### src/rtl/arb_pkg.sv
// Shared types and defaults for the round-robin burst arbiter.
//   arb_payload_t : packed beat carried from each requester to the sink.
//   arb_state_t   : arbiter FSM state (IDLE waits to arbitrate, GRANT forwards beats).
//   DefMaxBurst / DefIdleTimeout : default burst cap and holder idle limit.
package arb_pkg;

  typedef struct packed {
    logic       flag;
    bit         tag;
    logic [7:0] data;
  } arb_payload_t;

  typedef enum logic {IDLE, GRANT} arb_state_t;

  localparam int unsigned DefMaxBurst    = 8;
  localparam int unsigned DefIdleTimeout = 16;

endpackage

### src/rtl/rr_pick.sv
// Combinational round-robin search: finds the first set bit of req at or after ptr,
// searching upward and wrapping modulo N_REQ (N_REQ need not be a power of two).
//   req : request vector
//   ptr : search start index (expected < N_REQ)
//   idx : selected index (0 when any is low)
//   any : at least one request bit is set
module rr_pick #(
  parameter int unsigned N_REQ = 4,
  localparam int unsigned PTR_W = $clog2(N_REQ)
) (
  input  logic [N_REQ-1:0] req,
  input  logic [PTR_W-1:0] ptr,
  output logic [PTR_W-1:0] idx,
  output logic             any
);

  logic [2*N_REQ-1:0] req_dbl;
  logic [N_REQ-1:0]   req_rot;
  logic [PTR_W:0]     base;
  logic [PTR_W:0]     sum;

  // Doubling the vector lets a single part-select express the wrapped rotation.
  assign req_dbl = {req, req};
  assign base    = {1'b0, ptr};
  assign req_rot = req_dbl[base +: N_REQ];

  always_comb begin
    any = 1'b0;
    idx = '0;
    sum = '0;
    // Descending scan so the smallest offset from ptr is the one left standing.
    for (int k = N_REQ - 1; k >= 0; k--) begin
      if (req_rot[k]) begin
        any = 1'b1;
        sum = base + (PTR_W+1)'(k);
        if (sum >= (PTR_W+1)'(N_REQ)) begin
          sum = sum - (PTR_W+1)'(N_REQ);
        end
        idx = sum[PTR_W-1:0];
      end
    end
  end

endmodule

### src/rtl/rr_burst_arbiter.sv
// Round-robin arbiter sharing one sink between N_REQ requesters, holding the grant for a
// whole burst. Arbitration takes one IDLE cycle; beats then forward combinationally.
//   clk, rst     : clock, asynchronous active-high reset
//   req_valid    : per-requester beat valid
//   req_last     : per-requester last-beat marker
//   req_payload  : per-requester packed beat
//   req_ready    : per-requester accept (only the granted index can see out_ready)
//   out_valid / out_ready / out_payload : forwarded beat handshake to the sink
//   out_src      : granted requester index
//   busy         : high while a grant is held
//   abort        : one-cycle pulse when the grant is revoked for idling too long
module rr_burst_arbiter
  import arb_pkg::*;
#(
  parameter int unsigned N_REQ        = 4,
  parameter int unsigned MAX_BURST    = DefMaxBurst,
  parameter int unsigned IDLE_TIMEOUT = DefIdleTimeout,
  localparam int unsigned PTR_W = $clog2(N_REQ)
) (
  input  logic                           clk,
  input  logic                           rst,
  input  logic         [N_REQ-1:0]       req_valid,
  input  logic         [N_REQ-1:0]       req_last,
  input  arb_payload_t [N_REQ-1:0]       req_payload,
  output logic         [N_REQ-1:0]       req_ready,
  output logic                           out_valid,
  input  logic                           out_ready,
  output arb_payload_t                   out_payload,
  output logic         [PTR_W-1:0]       out_src,
  output logic                           busy,
  output logic                           abort
);

  localparam int unsigned BEAT_W = $clog2(MAX_BURST + 1);
  localparam int unsigned IDLE_W = $clog2(IDLE_TIMEOUT + 1);

  arb_state_t        state_q, state_d;
  logic [PTR_W-1:0]  rr_ptr_q, rr_ptr_d;
  logic [PTR_W-1:0]  grant_q, grant_d;
  logic [BEAT_W-1:0] beat_cnt_q, beat_cnt_d;
  logic [IDLE_W-1:0] idle_cnt_q, idle_cnt_d;

  logic [PTR_W-1:0]  pick_idx;
  logic              pick_any;
  logic [PTR_W-1:0]  ptr_after_grant;

  rr_pick #(
    .N_REQ (N_REQ)
  ) u_rr_pick (
    .req (req_valid),
    .ptr (rr_ptr_q),
    .idx (pick_idx),
    .any (pick_any)
  );

  // The holder gets lowest priority at the next arbitration.
  assign ptr_after_grant = (grant_q == PTR_W'(N_REQ - 1)) ? '0 : grant_q + PTR_W'(1);

  always_comb begin
    state_d     = state_q;
    rr_ptr_d    = rr_ptr_q;
    grant_d     = grant_q;
    beat_cnt_d  = beat_cnt_q;
    idle_cnt_d  = idle_cnt_q;
    req_ready   = '0;
    out_valid   = 1'b0;
    out_payload = '0;
    out_src     = '0;
    busy        = 1'b0;
    abort       = 1'b0;

    unique case (state_q)
      IDLE: begin
        if (pick_any) begin
          state_d    = GRANT;
          grant_d    = pick_idx;
          beat_cnt_d = '0;
          idle_cnt_d = '0;
        end
      end
      GRANT: begin
        busy               = 1'b1;
        out_valid          = req_valid[grant_q];
        out_payload        = req_payload[grant_q];
        out_src            = grant_q;
        req_ready[grant_q] = out_ready;

        if (req_valid[grant_q] && out_ready) begin
          idle_cnt_d = '0;
          if (req_last[grant_q] || (beat_cnt_q == BEAT_W'(MAX_BURST - 1))) begin
            state_d    = IDLE;
            rr_ptr_d   = ptr_after_grant;
            beat_cnt_d = '0;
          end else begin
            beat_cnt_d = beat_cnt_q + BEAT_W'(1);
          end
        end else if (!req_valid[grant_q]) begin
          if (idle_cnt_q == IDLE_W'(IDLE_TIMEOUT - 1)) begin
            abort      = 1'b1;
            state_d    = IDLE;
            rr_ptr_d   = ptr_after_grant;
            beat_cnt_d = '0;
            idle_cnt_d = '0;
          end else begin
            idle_cnt_d = idle_cnt_q + IDLE_W'(1);
          end
        end else begin
          // Valid but stalled by the sink: the holder is not idle.
          idle_cnt_d = '0;
        end
      end
      default: state_d = IDLE;
    endcase
  end

  always_ff @(posedge clk or posedge rst) begin
    if (rst) begin
      state_q    <= IDLE;
      rr_ptr_q   <= '0;
      grant_q    <= '0;
      beat_cnt_q <= '0;
      idle_cnt_q <= '0;
    end else begin
      state_q    <= state_d;
      rr_ptr_q   <= rr_ptr_d;
      grant_q    <= grant_d;
      beat_cnt_q <= beat_cnt_d;
      idle_cnt_q <= idle_cnt_d;
    end
  end

endmodule
### config.mk
export PLATFORM = sky130hd
export DESIGN_NAME = rr_burst_arbiter
export DESIGN_NICKNAME = d
export VERILOG_FILES = /design/src/rtl/arb_pkg.sv /design/src/rtl/rr_pick.sv /design/src/rtl/rr_burst_arbiter.sv
export SDC_FILE = /design/constraint.sdc
export NUM_CORES = 1
export LEC_CHECK = 0
export CAP_MARGIN = 20
export CELL_PAD_IN_SITES_DETAIL_PLACEMENT = 0
export CELL_PAD_IN_SITES_GLOBAL_PLACEMENT = 1
export CORE_MARGIN = 4
export CORE_UTILIZATION = 30
export CTS_CLUSTER_SIZE = 25
export DETAILED_ROUTE_END_ITERATION = 12
export GPL_TIMING_DRIVEN = 0
export PLACE_DENSITY = 0.83
export SLEW_MARGIN = 20
export SYNTH_ARGS = -nofsm -noshare
export SYNTH_HDL_FRONTEND = slang
export SYNTH_HIERARCHICAL = 1
export SYNTH_SLANG_ARGS = --single-unit
export TNS_END_PERCENT = 100
### constraint.sdc
create_clock -name clk -period 4.2 [get_ports clk]
set_clock_uncertainty 0.2 [all_clocks]
set_input_delay 1.26 -clock clk [delete_from_list [all_inputs] [get_ports clk]]
set_output_delay 1.26 -clock clk [all_outputs]
set_load 0.02 [all_outputs]
==> results.cfg, run 1 <==
[yosys]
synthesis.area_mm2 = 0.00123
synth_simple_gate_area_share_pct = 20.5
yosysTopAreaCell = dfrtp_1
ys_top_cells_by_area = dfrtp_1 28%, mux4_2 22%, and2_1 6.6%
synth_async_sr_flop_share_pct = 100
synth_compound_area_share_pct = 14.8
synthCells = 117
synth_xor_area_share_pct = 0.711
syn_avg_cell_area_um2 = 10.5
synthMuxAreaShare_pct = 24.7
synthAdderAreaFrac_pct = 6.10
netlist.area_leader.share_pct = 28.5
synth-main-ff-cell = dfrtp_1
synth-seq-area-share_pct = 28.5
synth_edf_count = 0
synth-seq-cells = 14
yosysUniqueCellTypes = 37
synth_most_common_cell = dfrtp_1
synth_top_family_by_area = multiplexers
syn_nets = 174
synthTopCellsByCount = 14 x dfrtp_1, 13 x and2_1, 12 x mux4_2, 8 x inv_1, 7 x nor2_1
yosys_warnings = 6

[sta]
fin_crit_sh_pct = 98.1
worstMarginPinSlew_ns = 0.569
slew_viol_final = 0
fin_crit_ns = 4.12
slew_headroom_pct = 62.0
final_hold_viol_count = 0
rsz0062_at_grt = no
setup_viol = 0
fin_ws_ns = 0.0794
clock.fmax_ghz = 0.243

[clock_network]
clock_sinks = 14
cts_root_buf = clkbuf_8
clock_latency_ns = 0.24
htree_levels = 1
cts_buffers = 3
cts_tree = built
cts.clk_slew.worst_paths_ns = 0.06
clock_path_buffers = 2
ctsHoldBuffers = 0

[run]
max_cap_viol_count = 0

[power_and_ir_drop]
p_leak_nw = 0.903
ir_drop_mv = 0.306
cellPowerDensity_mw_per_mm2 = 509

[floorplanning]
rows = 23
initial_core_util_pct = 31.0
die_h_um = 72.1
io_pins = 70
die_w_um = 72.1
die_area_mm2 = 0.00519
coreArea_mm2 = 0.00397

[hold_path]
hold_path.class = reg2reg
min_from = idle_cnt_q[4]
whs_endpoint = idle_cnt_q[4]
worstHoldPathCells = 1

[final_layout]
syn_to_final_growth_pct = 65.4
final_core_util_pct = 51.3
nNetsFinal = 250
layout-drive-gt1-share_pct = 14.1
antenna_cells = 0
final_cell_area_mm2 = 0.00204
fill_cells = 368

[critical_path]
cp.arrival_ns = 2.66
reg2reg_from = grant_q[0]
r2r_setup_slack_ns = 1.87
startpoint_type = input port
cp_max_fo = 4
crit_start = req_valid[2]
worstSetupPathType = in2out
reg2reg_to = rr_ptr_q[0]
reg2regPathDepth = 7
cp-end-kind = primary output
required_ns = 2.74

[routing]
drt_first_pass_iters = 4
drt-initial-drc-count = 29
drtAntennaViolNets = 0
drc = 0
avgRoutedWirePerCell_um = 16.2
via_count = 1225
wl_um = 3920
routed_via_density = 5.06

[grt]
grt_overflow = 0
antenna_found_initial = 0
grt_max_degree = 15
grt_pass1_wl_um = 6150
gr-usage-all-layers_pct = 15.0
grt_pass1_vias = 1225

[placement]
post-place-ws_ns = -0.521
placement.io_buffers = 69
gp_congestion = 0.893
placed_area_mm2 = 0.00198
hpwl_um = 3230

[status]
status = finished, final reports clean
## worst max-delay path: stages
cell and delay, ns:
clkdlybuf4s50_1 0.46, mux4_2 0.50, buf_4 0.16, and2_1 0.14, buf_2 0.15
## how the worst max path moves through the flow
stage,to,slack [ns],depth (start not counted)
3_5_place_dp,abort,-0.52,5
5_1_grt,req_ready[2],0.02,3
2_1_floorplan,abort,0.45,3
4_1_cts,abort,0.03,5
3_3_place_gp,abort,-0.52,5
6_report,out_valid,0.08,5
## layout by cell type, fill, tap and decap left out, types with 4 or more instances in the layout
master,instances
nand2_1,5
dlygate4sd2_1,12
inv_1,8
and2_1,13
ha_1,6
clkbuf_8,4
dfrtp_1,14
a21oi_1,4
clkdlybuf4s50_1,55
nor2b_1,4
and3_1,4
mux4_2,12
nor2_1,7
## layout make-up
class / count / area (um2) / area share, %
multi-input combinational: 90 / 831 / 40.8
sequential: 14 / 350 / 17.2
tap: 50 / 62.6 / 3.07
clock buffer: 4 / 55.1 / 2.70
inverter: 8 / 30.0 / 1.47
buffer: 5 / 27.5 / 1.35
timing repair buffer: 71 / 681 / 33.4
## what timing repair did
item	4_1_cts	5_1_grt
gates resized for setup	20	1
buffers inserted	2	0
endpoints found under the setup margin	12	1
cloned	0	0
## report_power, final
group / internal (mW) / total (mW) / switching [mW] / leakage [nW]
sequential: 0.171 / 0.223 / 0.0522 / 0.183
combinational: 0.354 / 0.682 / 0.328 / 0.692
clock: 0.0830 / 0.132 / 0.0489 / 0.0288
## kinds of logic after synthesis
group / after synthesis
AO/OA/AOI/OAI: 25
XOR/XNOR: 1
adder cells (fa/ha/maj): 6
buffers and inverters: 13
flip-flops: 14
multiplexers: 15
AND/OR/NAND/NOR: 43
## state kept, by name (all words and copies together), names as in the netlist
name,count
beat_cnt_q,4
grant_q,2
idle_cnt_q,5
rr_ptr_q,2
state_q,1
## metal layers
metal  routed length, um  track usage, %
met4                  17            2.51
met1                1750            19.0
met5                   0               0
met3                 407            4.16
met2                1750            25.7
## stage by stage
step                std cells  power (mW)  hold slack [ns]  TNS [ns]
floorplan                 117       0.653            0.248         0
global placement          236       0.930            0.264     -1.71
detailed placement        236       0.942            0.267     -1.73
CTS                       242        1.04            0.281         0
global route              242        1.11            0.326         0
finish                    242        1.04            0.280         0
Note: power is estimated with default switching activity, not from simulation.
==> inputs of run 2 (changes only) <==
--- a/config.mk
+++ b/config.mk
@@ -14,6 +14,8 @@
 export DETAILED_ROUTE_END_ITERATION = 12
 export GPL_TIMING_DRIVEN = 0
 export PLACE_DENSITY = 0.83
+export SETUP_SLACK_MARGIN = 0.4
+export SKIP_CTS_REPAIR_TIMING = 1
 export SLEW_MARGIN = 20
 export SYNTH_ARGS = -nofsm -noshare
 export SYNTH_HDL_FRONTEND = slang
==> results.cfg, run 2 (synthesized netlist as in run 1, its figures left out) <==
[routing]
drc = 0
wl_um = 4080
drt_first_pass_iters = 4
drtAntennaViolNets = 0
routed_via_density = 5.17
avgRoutedWirePerCell_um = 16.8
drt-initial-drc-count = 37
via_count = 1256

[critical_path]
cp_max_fo = 4
reg2reg_to = beat_cnt_q[0]
worstSetupPathType = in2out
startpoint_type = input port
critPathSlowestCell = mux4_2
reg2regPathDepth = 6
path_cells = buf_4, mux4_2, nand2b_4, nor2_1, buf_2
required_ns = 2.74
crit_start = req_valid[3]
cp-end-kind = primary output
reg2reg_from = grant_q[0]
cp_slowest_stage_delay_ns = 0.50
r2r_setup_slack_ns = 1.88
cp.arrival_ns = 2.32

[power_and_ir_drop]
power.internal_mw = 0.705
p_leak_nw = 1.32
p_seq_share_pct = 19.3
combPwrFrac_pct = 69.4
pwr-share-clk_pct = 11.3
switching_share_pct = 39.1
power_mw = 1.16
power.switching_mw = 0.453
cellPowerDensity_mw_per_mm2 = 529
ir_drop_mv = 0.304

[hold_path]
min_from = idle_cnt_q[4]
worstHoldPathCells = 1
whs_endpoint = idle_cnt_q[4]
hold_path.class = reg2reg

[grt]
grt_pass1_vias = 1220
grt_pass1_wl_um = 6130
gr-usage-all-layers_pct = 14.9
antenna_found_initial = 0
grt_max_degree = 15
grt_overflow = 0

[floorplanning]
io_pins = 70
die_area_mm2 = 0.00519
die_w_um = 72.1
rows = 23
die_h_um = 72.1
initial_core_util_pct = 31.0
coreArea_mm2 = 0.00397

[clock_network]
htree_levels = 1
cts_buffers = 3
clock_latency_ns = 0.24
cts_root_buf = clkbuf_8
cts.clk_slew.worst_paths_ns = 0.06
cts_tree = built
clock_path_buffers = 2
clock_sinks = 14

[sta]
fin_crit_sh_pct = 90.1
slew_headroom_pct = 62.8
tns_ns = 0
setup_viol = 0
worstMarginPinSlew_ns = 0.558
final_hold_viol_count = 0
clock.fmax_ghz = 0.264
fin_crit_ns = 3.78
slew_viol_final = 0
rsz0062_at_grt = yes
fin_ws_ns = 0.416

[final_layout]
antenna_cells = 0
nNetsFinal = 251
fill_cells = 346
final_common_cell = dlymetal6s2s_1
largest_register_ffs = 5
syn_to_final_growth_pct = 77.9
final_cell_area_mm2 = 0.00219
multiInputGateArea_um2 = 858
layout-drive-gt1-share_pct = 28.5
final_cell_mix = 41 x dlymetal6s2s_1, 14 x dfrtp_1, 13 x buf_6, 12 x mux4_2
max_flop_register = idle_cnt_q
reg.largest.list = idle_cnt_q: 5 flops, beat_cnt_q: 4 flops
final_core_util_pct = 55.2
layout.area.seq_um2 = 350

[run]
max_cap_viol_count = 0

[placement]
placement.io_buffers = 69
post-place-ws_ns = -0.521
hpwl_um = 3230
gp_congestion = 0.893
placed_area_mm2 = 0.00198

[status]
status = finished, final reports clean
[run 2: changes by cell type in the layout (fill, tap and decap cells not counted)]
cell / delta
buf_6: +12
clkbuf_2: +4
buf_4: +1
and2_1: -11
clkbuf_1: -1
dlymetal6s2s_1: +41
dlygate4sd2_1: -12
and2_4: +11
clkdlybuf4s50_1: -44
[run 2: per-layer routing]
| layer | track usage [%] | vias up | part of all wire (%) |
|---|---|---|---|
| met5 | 0 | - | 0 |
| met4 | 2.51 | 0 | 0.37 |
| met3 | 4.16 | 2 | 11 |
| met2 | 25.6 | 72 | 45 |
| met1 | 18.9 | 593 | 44 |
| li1 | - | 589 | - |
[run 2: power by group through the flow]
stage / logic (mW) / clock network, mW / registers (mW)
2_1_floorplan: 0.441 / 0 / 0.213
3_3_place_gp: 0.709 / 0 / 0.221
3_5_place_dp: 0.718 / 0 / 0.223
4_1_cts: 0.721 / 0.134 / 0.221
5_1_grt: 0.865 / 0.137 / 0.232
6_report: 0.804 / 0.131 / 0.223
[run 2: worst max path at each step]
stage                  to  slack [ns]  depth (start not counted)
finish              abort        0.42                          5
global route        abort        0.36                          5
CTS                 abort       -0.54                          5
detailed placement  abort       -0.52                          5
global placement    abort       -0.52                          5
floorplan           abort        0.45                          3
[run 2: metrics by stage]
step / hold slack, ns / instances
6_report: 0.278 / 243
5_1_grt: 0.326 / 243
4_1_cts: 0.281 / 240
3_5_place_dp: 0.267 / 236
3_3_place_gp: 0.264 / 236
2_1_floorplan: 0.248 / 117
[run 2: final cells by class]
| cell class | instances | area share (%) |
|---|---|---|
| buffer | 5 | 1.31 |
| clock buffer | 4 | 2.51 |
| inverter | 8 | 1.37 |
| multi-input combinational | 90 | 39.2 |
| sequential | 14 | 16.0 |
| tap | 50 | 2.86 |
| timing repair buffer | 72 | 36.8 |
[run 2: critical path, delay by kind of cell]
kind | cells | cell delay [ns]
buffers and inverters | 2 | 0.29
multiplexers | 1 | 0.50
AND/OR/NAND/NOR | 2 | 0.27
